===== src/rtl/pipe_pkg.sv =====
// Shared types and constants for the MIPS pipeline front end.
package pipe_pkg;

   typedef enum logic [1:0] {
      IDLE,
      WAIT,
      HOLD,
      DROP
   } fetch_state_t;

   localparam logic [31:0] NOP_INSTR        = 32'h0000_0000;
   localparam logic [31:0] DEFAULT_RESET_PC = 32'h0000_0000;
   localparam logic [31:0] PC_STEP          = 32'd4;
   localparam logic [31:0] WORD_ALIGN_MASK  = 32'hFFFF_FFFC;

   function automatic logic [31:0] align_pc(input logic [31:0] addr);
      return addr & WORD_ALIGN_MASK;
   endfunction

endpackage


===== src/rtl/fetch_skid.sv =====
// IF_ID output register plus a one-entry hold buffer that parks a fetched
// word while decode is stalled.
module fetch_skid
   import pipe_pkg::*;
#(
   parameter logic [31:0] NOP = NOP_INSTR
) (
   input  logic        CLK,
   input  logic        RSTn,
   input  logic        flush_i,
   input  logic        load_i,
   input  logic        capture_i,
   input  logic        drain_i,
   input  logic        id_ready_i,
   input  logic [31:0] mem_instr_i,
   input  logic [31:0] mem_pc_i,
   output logic        id_valid_o,
   output logic [31:0] id_instr_o,
   output logic [31:0] id_pc_o,
   output logic [31:0] id_pc4_o
);

   logic        valid_q, valid_d;
   logic [31:0] instr_q, instr_d;
   logic [31:0] pc_q, pc_d;
   logic [31:0] pc4_q, pc4_d;
   logic [31:0] hold_instr_q, hold_instr_d;
   logic [31:0] hold_pc_q, hold_pc_d;

   // NOTE: every always_comb output gets its default first, so no path can infer a latch.
   always_comb begin
      valid_d      = valid_q;
      instr_d      = instr_q;
      pc_d         = pc_q;
      pc4_d        = pc4_q;
      hold_instr_d = hold_instr_q;
      hold_pc_d    = hold_pc_q;

      if (flush_i) begin
         valid_d = 1'b0;
      end else if (load_i) begin
         valid_d = 1'b1;
         instr_d = mem_instr_i;
         pc_d    = mem_pc_i;
         pc4_d   = mem_pc_i + PC_STEP;
      end else if (drain_i) begin
         valid_d = 1'b1;
         instr_d = hold_instr_q;
         pc_d    = hold_pc_q;
         pc4_d   = hold_pc_q + PC_STEP;
      end else if (id_ready_i) begin
         valid_d = 1'b0;
      end

      if (capture_i) begin
         hold_instr_d = mem_instr_i;
         hold_pc_d    = mem_pc_i;
      end
   end

   // NOTE: the hold buffer is only two words, so it is reset with everything else;
   // emptiness is tracked by the parent FSM being in HOLD.
   always_ff @(posedge CLK or negedge RSTn) begin
      if (!RSTn) begin
         valid_q      <= 1'b0;
         instr_q      <= NOP;
         pc_q         <= '0;
         pc4_q        <= '0;
         hold_instr_q <= NOP;
         hold_pc_q    <= '0;
      end else begin
         valid_q      <= valid_d;
         instr_q      <= instr_d;
         pc_q         <= pc_d;
         pc4_q        <= pc4_d;
         hold_instr_q <= hold_instr_d;
         hold_pc_q    <= hold_pc_d;
      end
   end

   assign id_valid_o = valid_q;
   assign id_instr_o = valid_q ? instr_q : NOP;
   assign id_pc_o    = pc_q;
   assign id_pc4_o   = pc4_q;

endmodule


===== src/rtl/fetch_stage.sv =====
// Instruction fetch: owns the PC, runs a single-outstanding req/ack to
// instruction memory and feeds decode through fetch_skid.
module fetch_stage
   import pipe_pkg::*;
#(
   parameter logic [31:0] RESET_PC = DEFAULT_RESET_PC,
   parameter logic [31:0] NOP      = NOP_INSTR
) (
   input  logic        CLK,
   input  logic        RSTn,
   output logic        imem_req,
   output logic [31:0] imem_addr,
   input  logic        imem_ack,
   input  logic [31:0] imem_rdata,
   input  logic        redirect_valid,
   input  logic [31:0] redirect_pc,
   input  logic        id_ready,
   output logic        id_valid,
   output logic [31:0] id_instr,
   output logic [31:0] id_pc,
   output logic [31:0] id_pc4
);

   fetch_state_t state_q, state_d;
   logic [31:0]  pc_q, pc_d;
   logic [31:0]  addr_q, addr_d;

   logic        ack_acc;
   logic        slot_free;
   logic [31:0] rpc;
   logic        load, capture, drain, flush;

   assign imem_req  = (state_q == WAIT) || (state_q == DROP);
   assign imem_addr = addr_q;
   assign ack_acc   = imem_ack && imem_req;
   assign slot_free = !id_valid || id_ready;
   assign rpc       = align_pc(redirect_pc);

   always_comb begin
      state_d = state_q;
      pc_d    = pc_q;
      addr_d  = addr_q;
      load    = 1'b0;
      capture = 1'b0;
      drain   = 1'b0;
      flush   = redirect_valid;

      unique case (state_q)
         IDLE: begin
            state_d = WAIT;
            pc_d    = redirect_valid ? rpc : pc_q;
            addr_d  = redirect_valid ? rpc : pc_q;
         end
         WAIT: begin
            if (redirect_valid && ack_acc) begin
               pc_d   = rpc;
               addr_d = rpc;
            end else if (redirect_valid) begin
               pc_d    = rpc;
               state_d = DROP;
            end else if (ack_acc && slot_free) begin
               load   = 1'b1;
               pc_d   = pc_q + PC_STEP;
               addr_d = pc_q + PC_STEP;
            end else if (ack_acc) begin
               capture = 1'b1;
               pc_d    = pc_q + PC_STEP;
               state_d = HOLD;
            end
         end
         HOLD: begin
            if (redirect_valid) begin
               pc_d    = rpc;
               addr_d  = rpc;
               state_d = WAIT;
            end else if (id_ready) begin
               drain   = 1'b1;
               addr_d  = pc_q;
               state_d = WAIT;
            end
         end
         DROP: begin
            // The stale request stays on the bus until memory acks it; the
            // newest redirect target is what gets fetched next.
            if (redirect_valid) pc_d = rpc;
            if (ack_acc) begin
               addr_d  = redirect_valid ? rpc : pc_q;
               state_d = WAIT;
            end
         end
         default: state_d = IDLE;
      endcase
   end

   // NOTE: sequential state uses non-blocking assignments only, so every register
   // samples the pre-edge value of its neighbours.
   always_ff @(posedge CLK or negedge RSTn) begin
      if (!RSTn) begin
         state_q <= IDLE;
         pc_q    <= RESET_PC;
         addr_q  <= RESET_PC;
      end else begin
         state_q <= state_d;
         pc_q    <= pc_d;
         addr_q  <= addr_d;
      end
   end

   fetch_skid #(
      .NOP(NOP)
   ) u_skid (
      .CLK        (CLK),
      .RSTn       (RSTn),
      .flush_i    (flush),
      .load_i     (load),
      .capture_i  (capture),
      .drain_i    (drain),
      .id_ready_i (id_ready),
      .mem_instr_i(imem_rdata),
      .mem_pc_i   (addr_q),
      .id_valid_o (id_valid),
      .id_instr_o (id_instr),
      .id_pc_o    (id_pc),
      .id_pc4_o   (id_pc4)
   );

endmodule

===== config.mk =====
export PLATFORM = sky130hd
export DESIGN_NAME = fetch_stage
export DESIGN_NICKNAME = d
export VERILOG_FILES = /design/src/rtl/pipe_pkg.sv /design/src/rtl/fetch_skid.sv /design/src/rtl/fetch_stage.sv
export SDC_FILE = /design/constraint.sdc
export NUM_CORES = 1
export LEC_CHECK = 0
export CAP_MARGIN = 10
export CORE_AREA = 2 2 145 147
export CTS_BUF_LIST = sky130_fd_sc_hd__clkbuf_16
export DETAILED_ROUTE_END_ITERATION = 16
export DIE_AREA = 0 0 147 149
export GPL_ROUTABILITY_DRIVEN = 0
export GPL_TIMING_DRIVEN = 0
export PLACE_DENSITY = 0.82
export SLEW_MARGIN = 25
export SYNTH_ARGS = -nofsm -noshare
export SYNTH_HDL_FRONTEND = slang
export SYNTH_SLANG_ARGS = --single-unit
export TNS_END_PERCENT = 10

===== constraint.sdc =====
create_clock -name CLK -period 6.7 [get_ports CLK]
set_input_delay 0.67 -clock CLK [delete_from_list [all_inputs] [get_ports CLK]]
set_output_delay 0.67 -clock CLK [all_outputs]
set_load 0.02 [all_outputs]

==> results.toml, run 1 <==
[cts]
clockBufferDepth = 3
cts_tree = "built"
clk-insertion-delay-late_ns = 0.53
cts_hold_buf = 0
clkTransAtPathRegs_ns = 0.06
clockRootBuffer = "clkbuf_16"
cts_setup_buffers = 0
post_cts_resized = 0
cts_made_buffers = 24
clock_sinks = 225
cts_htree_levels = 1

[finish]
final_util_pct = 71.3
antenna_cells = 0
drive_gt1_share_pct = 10.5
final_cells = 1742
nets = 1521
synthToLayoutAreaGrowth_pct = 26.4
fillCellCount = 1538

[setup_path]
crit_arrival_ns = 4.21
critPathCaptureType = "flip-flop"
crit_path_max_incr_delay_ns = 0.59
path_class = "input port to flip-flop"
critPathSlowestCell = "clkdlybuf4s50_1"
crit_chain = "clkdlybuf4s50_1 -> nand2b_1 -> and3_1 -> buf_2 -> buf_2 -> buf_2 -> nand2_1 -> nand2_1 -> ha_1 -> nand3_1 -> mux2_2 -> nor4_1 -> xor2_1 -> a21oi_1"
critPathRequiredTime_ns = 7.10
critPathLaunchType = "input port"
critPathMostFrequentCell = "buf_2"
path_max_fanout = 10

[timing]
setup_violations = 0
fin_crit_ns = 3.81
hold_viol = 0
rsz0062_at_grt = "false"
worst_pin_slew_ns = 0.913
max-slew-margin-rel_pct = 38.6
finClkSkew_ns = 0.0203
drv_slew = 0
fmax_mhz = 263
min_period_over_period_pct = 56.9

[floorplan]
core_sq_um = 20600
rows = 53
die-area_sq_um = 21900
die_x_microns = 147
initial_core_util_pct = 56.4
io_pins = 199
fp.dieH_microns = 149

[detailed_routing]
wl_per_cell_microns = 20.0
top_layer = "met4"
wl_met2_microns = 16900
drt-pass1-iter-count = 8
m1WireLength_microns = 13700
drt-initial-drc-count = 975
wirelength_microns = 34900
dr_wl_met3_microns = 3050
route.vias.total = 10481
vias_per_cell = 6.02
antenna_left = 0
route.detailed.drc = 0

[placed_design]
dp_cells = 1699
hpwl_microns = 25400
numPortBuffers = 195

[min_path]
hp-class = "input port to async pin"

[logic_synthesis]
synth_cells = 1227
ys_warn_count = 0
synthArstFlopShare_pct = 100
yosysTopAreaCell = "dfrtp_1"
synth_flop_cell = "dfrtp_1"
syn_nets = 1298
ys_ff_latch = 225
ys_seq_area_share_pct = 48.5
yosys-top-cells-area = "dfrtp_1 (49%), mux2_2 (7.1%), nand2_1 (6.7%), nor2_1 (4.0%), xnor2_1 (3.3%)"
synth_cell_types = 62
syn_area_sq_um = 11600
syn_avg_cell_area_sq_um = 9.45
synth-edff-count = 0
synth_top_area_share_pct = 48.5

[global_route]
grt_pass1_wl_microns = 54500
antenna_found_initial = 0
grt_usage_pct = 31.4
gr-total-overflow = 0
grt_max_degree = 96
grt_pass1_vias = 10200

[power_and_ir_drop]
leakage_nw = 6.14
vdd_ir_drop_max_mv = 0.220
powerDensity_nw_per_um2 = 299

[flow_run]
maxCapViolations = 0

[run_status]
status = "completed"
state kept, by name, indices dropped and copies added, names as in the netlist:
name	flops
u_skid.instr_q	32
pc_q	32
imem_addr	32
state_q	2
u_skid.id_pc4_o	32
u_skid.id_valid_o	1
u_skid.hold_instr_q	32
u_skid.hold_pc_q	32
u_skid.id_pc_o	30
worst paths after layout:
path                               startpoint              endpoint  depth (start not counted)  slack [ns]
max                                  id_ready   u_skid.id_pc4_o[22]                         14        2.89
min                                      RSTn     u_skid.id_pc_o[9]                          1        0.05
min reg2reg                u_skid.id_pc4_o[3]    u_skid.id_pc4_o[3]                          2        0.47
max reg2reg                 u_skid.id_valid_o   u_skid.id_pc4_o[22]                         14        3.09
min in group CLK           u_skid.id_pc4_o[3]    u_skid.id_pc4_o[3]                          2        0.47
max in group asynchronous                RSTn  u_skid.hold_pc_q[11]                          2        5.87
cells by family (layout without fill, tap and decap cells):
kind of cell | after synthesis | after routing | share of synthesized area [%]
buffers and inverters | 95 | 335 | 3.56
AOI/OAI and AO/OA | 218 | 218 | 11.9
and+or+nand+nor | 503 | 503 | 20.0
muxes | 101 | 101 | 9.50
adders and majority gates | 2 | 2 | 0.216
DFF | 225 | 225 | 48.5
xor gates and xnor gates | 83 | 83 | 6.33
Yosys cell counts, types with 32 or more instances:
cell type,count
dfrtp_1,225
nand2_1,207
nor2_1,124
mux2_2,73
o21ai_0,64
clkbuf_1,47
xnor2_1,44
a31oi_1,42
nand3_1,40
a21oi_1,38
xor2_1,38
and2_1,32
through the flow:
step           TNS [ns]  worst slack, ns  area [sq um]  power (W)  hold WS (ns)
4_1_cts               0             3.05         14700    0.00438        0.0483
3_5_place_dp          0             2.49         14000    0.00317         0.464
5_1_grt               0             2.80         14700    0.00456        0.0716
2_1_floorplan         0             3.60         11600    0.00255         0.374
6_report              0             2.89         14700    0.00438        0.0494
3_3_place_gp    -961.53            -4.30         13900    0.00311         0.450
metal layers:
metal	vias to the layer above	track usage, %
met4	0	12.5
li1	4725	-
met5	-	0
met1	5097	42.0
met2	555	52.4
met3	104	4.50
final cells by class:
type	count	area [sq um]	area share [%]
buffer	88	387	2.64
tap	275	344	2.35
clock inverter	18	78.8	0.538
sequential	225	5630	38.4
clock buffer	25	626	4.27
timing repair buffer	197	2010	13.7
inverter	7	26.3	0.179
multi-input combinational	907	5560	37.9
power breakdown:
| group | leakage (nW) | internal (W) | switching, W |
|---|---|---|---|
| clock | 0.375 | 0.000670 | 0.000537 |
| combinational | 3.03 | 0.000589 | 0.000653 |
| sequential | 2.74 | 0.00165 | 0.000278 |
| total | 6.14 | 0.00291 | 0.00147 |
critical path, delay by kind of cell:
family / cells / cell delay [ns]
adders and majority gates: 1 / 0.25
buffers and inverters: 4 / 1.40
AOI/OAI and AO/OA: 1 / 0.08
muxes: 1 / 0.36
and+or+nand+nor: 6 / 1.23
xor gates and xnor gates: 1 / 0.21
layout by cell type (no fill, tap or decap), types with 7 or more instances in the layout:
master / n
nand2_1: 207
nand2b_1: 8
a21oi_1: 38
mux2_2: 73
nor2_1: 124
and3_1: 14
nand4_1: 26
nand3_1: 40
mux2i_1: 28
xnor2_1: 44
a222oi_1: 9
o221ai_1: 7
clkdlybuf4s50_1: 194
inv_1: 14
a31oi_1: 42
o22ai_1: 9
a221oi_1: 7
nor3_1: 20
buf_2: 28
o21ai_0: 64
clkbuf_1: 47
xor2_1: 38
clkbuf_16: 25
dfrtp_1: 225
and2_1: 32
Note: power is estimated with default switching activity, not from simulation.
==> inputs of run 2 (changes only) <==
Settings changed: CORE_AREA 2 2 145 147 to 2 2 150 152, DIE_AREA 0 0 147 149 to 0 0 152 154, PLACE_DENSITY 0.82 to 0.77.
Clock period 6.7 ns to 3.6 ns, I/O delays scaled along.
==> run 2 against run 1 <==
Against the previous run:
- non-clock buffer count is 1 higher
- routed wire length is 1.7% lower
- global-route usage fell by 2.4 points
- via count shrank 1.6%
- worst hold slack gained 0.19 ns
- power increased by 88%
- combinational power rose by 85%
- count of clock-buffer cells in the layout did not move
- design area increased by 0.49%
- critical path depth decreased by 1
- die area increased by 6.9%
==> results.toml, run 2 (synthesized netlist as in run 1, its figures left out) <==
[min_path]
holdPathStages = 3
worstHoldStart = "redirect_valid"
min_to = "state_q[0]"
hp-class = "input port to flip-flop"

[detailed_routing]
route.detailed.drc = 0
wirelength_microns = 34200
wl_per_cell_microns = 19.6
route.vias.total = 10312
drt-initial-drc-count = 1115
antenna_left = 0
vias_per_cell = 5.90
drt-pass1-iter-count = 6

[cts]
cts_made_buffers = 24
cts_htree_levels = 1
clock_sinks = 225
clockBufferDepth = 3
cts_setup_buffers = 0
clockRootBuffer = "clkbuf_16"
cts_tree = "built"
clkTransAtPathRegs_ns = 0.06
clk-insertion-delay-late_ns = 0.52

[timing]
hold_ws_ns = 0.237
setup_violations = 0
worst_pin_slew_ns = 0.876
hold_viol = 0
fmax_mhz = 299
max-slew-margin-rel_pct = 41.1
finClkSkew_ns = 0.0182
fin_crit_ns = 3.35
post-route-worst-setup-slack_ns = 0.255
min_period_over_period_pct = 92.9
drv_slew = 0
rsz0062_at_grt = "false"

[floorplan]
rows = 54
die-area_sq_um = 23400
die_x_microns = 152
core_sq_um = 21700
initial_core_util_pct = 53.5
fp.dieH_microns = 154
io_pins = 199

[finish]
final_cell_mix = "dfrtp_1 (225), nand2_1 (207), clkdlybuf4s50_1 (194)"
antenna_cells = 0
layout_commonest_cell = "dfrtp_1"
nets = 1522
synthToLayoutAreaGrowth_pct = 27.0
drive_gt1_share_pct = 10.8

[placed_design]
hpwl_microns = 25000
numPortBuffers = 195
place_ws_ns = -0.358

[setup_path]
crit_start = "state_q[0]"
reg2reg_from = "state_q[0]"
reg2regPathDepth = 13
crit_arrival_ns = 3.75
critPathLaunchType = "flip-flop"
path_max_fanout = 10
crit_path_max_incr_delay_ns = 0.47
path_class = "flip-flop to flip-flop"
critPathRequiredTime_ns = 4.01
critPathMostFrequentCell = "nand2_1"
r2r_slack_ns = 0.25
critPathSlowestCell = "dfrtp_1"
critPathCaptureType = "flip-flop"
crit_chain = "and3b_1 -> buf_4 -> nand3_4 -> buf_2 -> clkbuf_4 -> nand2_1 -> nand2_1 -> ha_1 -> nand3_1 -> mux2_2 -> nor4_4 -> nor4b_2 -> nor3_1"
timing.rr.end = "u_skid.id_pc4_o[28]"

[power_and_ir_drop]
intPower_w = 0.00550
power.total_w = 0.00821
power_frac_comb_pct = 27.8
vdd_ir_drop_max_mv = 0.306
powerDensity_nw_per_um2 = 557
netSwitchingFraction_pct = 33.1
leakage_nw = 6.14
power.clock.fraction_pct = 28.5
power.switching_w = 0.00272
p_seq_share_pct = 43.7

[global_route]
grt_pass1_wl_microns = 54900
grt_pass1_vias = 9996
grt_max_degree = 95
gr-total-overflow = 0
grt_usage_pct = 29.0
antenna_found_initial = 0

[flow_run]
maxCapViolations = 0

[run_status]
status = "completed"
[run 2: cell count changes in the layout (fill, tap and decap cells not counted), sizes merged]
cell         previous run  this run
buf                    42        40
bufinv                  0         1
clkbuf                 74        76
clkinv                 10         9
clkinvlp                1         3
dlygate4sd3             0         1
inv                    14        11
[run 2: repair_timing]
action | CTS | global route
setup endpoints to repair | 1 | 7
hold buffers | 1 | 0
resized for setup | 1 | 6
hold endpoints to repair | 67 | 0
pin swaps | 0 | 0
[run 2: routing by layer]
metal  vias up  track usage (%)  routed length (microns)
met5         -                0                        0
met4         0             9.61                     1030
met3        74             3.95                     2740
met2       525             48.4                    16600
met1      4980             39.4                    13900
li1       4733                -                        -
[run 2: critical path: cells and delay by family, from the launching register on]
kind,cells,cell delay [ns]
flip-flops,1,0.47
AND/OR/NAND/NOR,8,1.33
multiplexers,1,0.38
buffers and inverters,3,0.76
adder cells (fa/ha/maj),1,0.29
[run 2: power by group through the flow]
stage	clock network [W]	logic [W]	registers, W
after detailed placement	0	0.00227	0.00361
after global routing	0.00247	0.00246	0.00365
final	0.00234	0.00229	0.00359
after global placement	0	0.00221	0.00360
after CTS	0.00236	0.00229	0.00357
after floorplan	0	0.000982	0.00376
[run 2: final cells by class]
class | instances | area, sq um
clock inverters | 17 | 110
plain buffers | 88 | 394
flip-flops and latches | 225 | 5630
well taps | 280 | 350
repair buffers | 198 | 2020
multi-input cells | 907 | 5570
inverters | 7 | 26.3
clock buffers | 25 | 626
fillers | 1716 | 6960
[run 2: worst max-delay path by stage]
stage	to	slack [ns]	depth (start not counted)
after floorplan	u_skid.id_pc4_o[22]	0.73	14
after global placement	u_skid.id_pc4_o[24]	-7.24	1
after detailed placement	u_skid.id_pc4_o[22]	-0.36	14
after CTS	u_skid.id_pc4_o[22]	0.10	14
after global routing	u_skid.id_pc4_o[22]	0.06	13
final	u_skid.id_pc4_o[28]	0.25	13
[run 2: through the flow]
step,TNS (ns),util (%),instances,cell area [sq um]
floorplan,0,-,1227,11600
global placement,-1627.04,64.1,1702,13900
detailed placement,-1.73,64.4,1704,14000
CTS,0,67.8,1747,14700
global route,0,67.9,1747,14700
finish,0,67.9,1747,14700
==> inputs of run 3 (changes only) <==
Settings changed: CORE_AREA 2 2 150 152 to 4 4 152 154, DIE_AREA 0 0 152 154 to 0 0 156 158.
==> run 3 against run 2 <==
Against the previous run:
- sequential share of layout area barely moved
- design area rose by 0.12%
- highest routed layer unchanged
- flip-flop and latch count did not move
- critical path type unchanged
- utilization rose by 0.081 points
- largest cell class unchanged
- sequential power barely moved
- register-to-register slack got worse by 0.08 ns
- first-iteration DRC count fell by 1.7%
- routed wire length rose by 3.1%
- power rose by 0.91%
- non-clock buffer count did not move
- combinational power barely moved
==> results.toml, run 3 (synthesized netlist as in run 1, its figures left out) <==
[timing]
setup_violations = 0
hold_viol = 0
fmax_mhz = 292
fin_crit_ns = 3.43
rsz0062_at_grt = "false"
finClkSkew_ns = 0.00906
worst_pin_slew_ns = 0.828
hold_ws_ns = 0.252
min_period_over_period_pct = 95.2
drv_slew = 0
max-slew-margin-rel_pct = 44.3

[setup_path]
critPathCaptureType = "flip-flop"
path_class = "flip-flop to flip-flop"
critPathRequiredTime_ns = 3.99
critPathLaunchType = "flip-flop"
r2r_slack_ns = 0.17
reg2reg_from = "u_skid.id_valid_o"
path_max_fanout = 10
timing.rr.end = "u_skid.id_pc4_o[22]"
reg2regPathDepth = 14
crit_start = "u_skid.id_valid_o"
crit_path_max_incr_delay_ns = 0.40
crit_arrival_ns = 3.81
critPathSlowestCell = "dfrtp_1"
crit_chain = "buf_2 -> nand2b_1 -> and3_1 -> buf_2 -> clkbuf_4 -> buf_4 -> nand2_1 -> nand2_1 -> ha_1 -> nand3_1 -> mux2_2 -> nor4_2 -> xor2_1 -> a21oi_1"

[global_route]
grt.met3_usage_pct = 4.13
grt_pass1_wl_microns = 55200
grt_pass1_vias = 10216
antenna_found_initial = 0
gr-total-overflow = 0
use_met1_pct = 38.3
grt_usage_pct = 28.1
grt_max_degree = 93
use_met2_pct = 46.4
grt_busiest_layer = "met2"

[cts]
clockBufferDepth = 3
cts_tree = "built"
clockRootBuffer = "clkbuf_16"
clkTransAtPathRegs_ns = 0.06
clock_sinks = 225
clk-insertion-delay-late_ns = 0.51
cts_htree_levels = 1
cts_made_buffers = 25

[min_path]
hp-class = "input port to flip-flop"
holdPathStages = 3
min_to = "state_q[0]"
worstHoldStart = "redirect_valid"

[finish]
drive_gt1_share_pct = 10.7
final_cell_mix = "dfrtp_1 (225), nand2_1 (207), clkdlybuf4s50_1 (194)"
antenna_cells = 0
layout_commonest_cell = "dfrtp_1"
synthToLayoutAreaGrowth_pct = 27.1
nets = 1523
final_cells = 1748

[detailed_routing]
route.detailed.drc = 0
antenna_left = 0
route.vias.total = 10462
drt-initial-drc-count = 1096
vias_per_cell = 5.99
wl_per_cell_microns = 20.2
drt-pass1-iter-count = 8
wirelength_microns = 35300

[floorplan]
rows = 54
core_sq_um = 21700
die-area_sq_um = 24600
die_x_microns = 156
initial_core_util_pct = 53.5
io_pins = 199
fp.dieH_microns = 158

[power_and_ir_drop]
vdd_ir_drop_max_mv = 0.316
powerDensity_nw_per_um2 = 562
power.total_w = 0.00829
leakage_nw = 6.16

[placed_design]
numPortBuffers = 195
dp_cells = 1704
hpwl_microns = 25600

[flow_run]
maxCapViolations = 0

[run_status]
status = "completed"
==> run 3: repair_timing <==
action                                 4_1_cts  5_1_grt
setup endpoints to repair                    1       10
resized for setup                            1        6
buffers inserted                             0        0
endpoints found under the hold margin       61        0
hold buffers                                 1        0
==> run 3: worst max-delay path by stage <==
stage,slack (ns),end
final,0.17,u_skid.id_pc4_o[22]
after global routing,0.05,u_skid.id_pc4_o[26]
after global placement,-7.21,u_skid.id_pc4_o[23]
after CTS,0.07,u_skid.id_pc4_o[28]
after floorplan,0.73,u_skid.id_pc4_o[22]
after detailed placement,-0.35,u_skid.id_pc4_o[22]
==> run 3: critical path, delay by kind of cell, from the launching register on <==
family	cells	cell delay (ns)
DFF	1	0.40
adders and majority gates	1	0.27
buffers and inverters	4	0.90
muxes	1	0.38
and+or+nand+nor	6	1.08
AOI/OAI and AO/OA	1	0.08
xor gates and xnor gates	1	0.18
==> run 3: final cells by class <==
cell class | instances | area [sq um]
fill | 1743 | 6940
sequential | 225 | 5630
multi-input combinational | 907 | 5580
timing repair buffer | 198 | 2020
clock buffer | 25 | 626
buffer | 88 | 392
tap | 280 | 350
clock inverter | 18 | 125
inverter | 7 | 26.3
==> run 3: stage by stage <==
step	area [sq um]	TNS (ns)	util, %	setup slack, ns
after floorplan	11600	0	-	0.734
after global placement	13900	-1618.21	64.1	-7.21
after detailed placement	14000	-1.74	64.4	-0.347
after CTS	14700	0	67.9	0.0712
after global routing	14800	0	68.0	0.0461
final	14800	0	68.0	0.175
==> run 3: report_power, final <==
group	switching (W)	internal (W)
registers	0.000522	0.00308
logic	0.00120	0.00110
clock network	0.00100	0.00139
total	0.00272	0.00556
==> run 3: routing by layer <==
metal / vias up / share of wire, % / routed length [microns]
met1: 5094 / 40 / 14200
li1: 4743 / - / -
met2: 534 / 48 / 17000
met4: 0 / 3.2 / 1130
met3: 91 / 8.4 / 2970
met5: - / 0 / 0
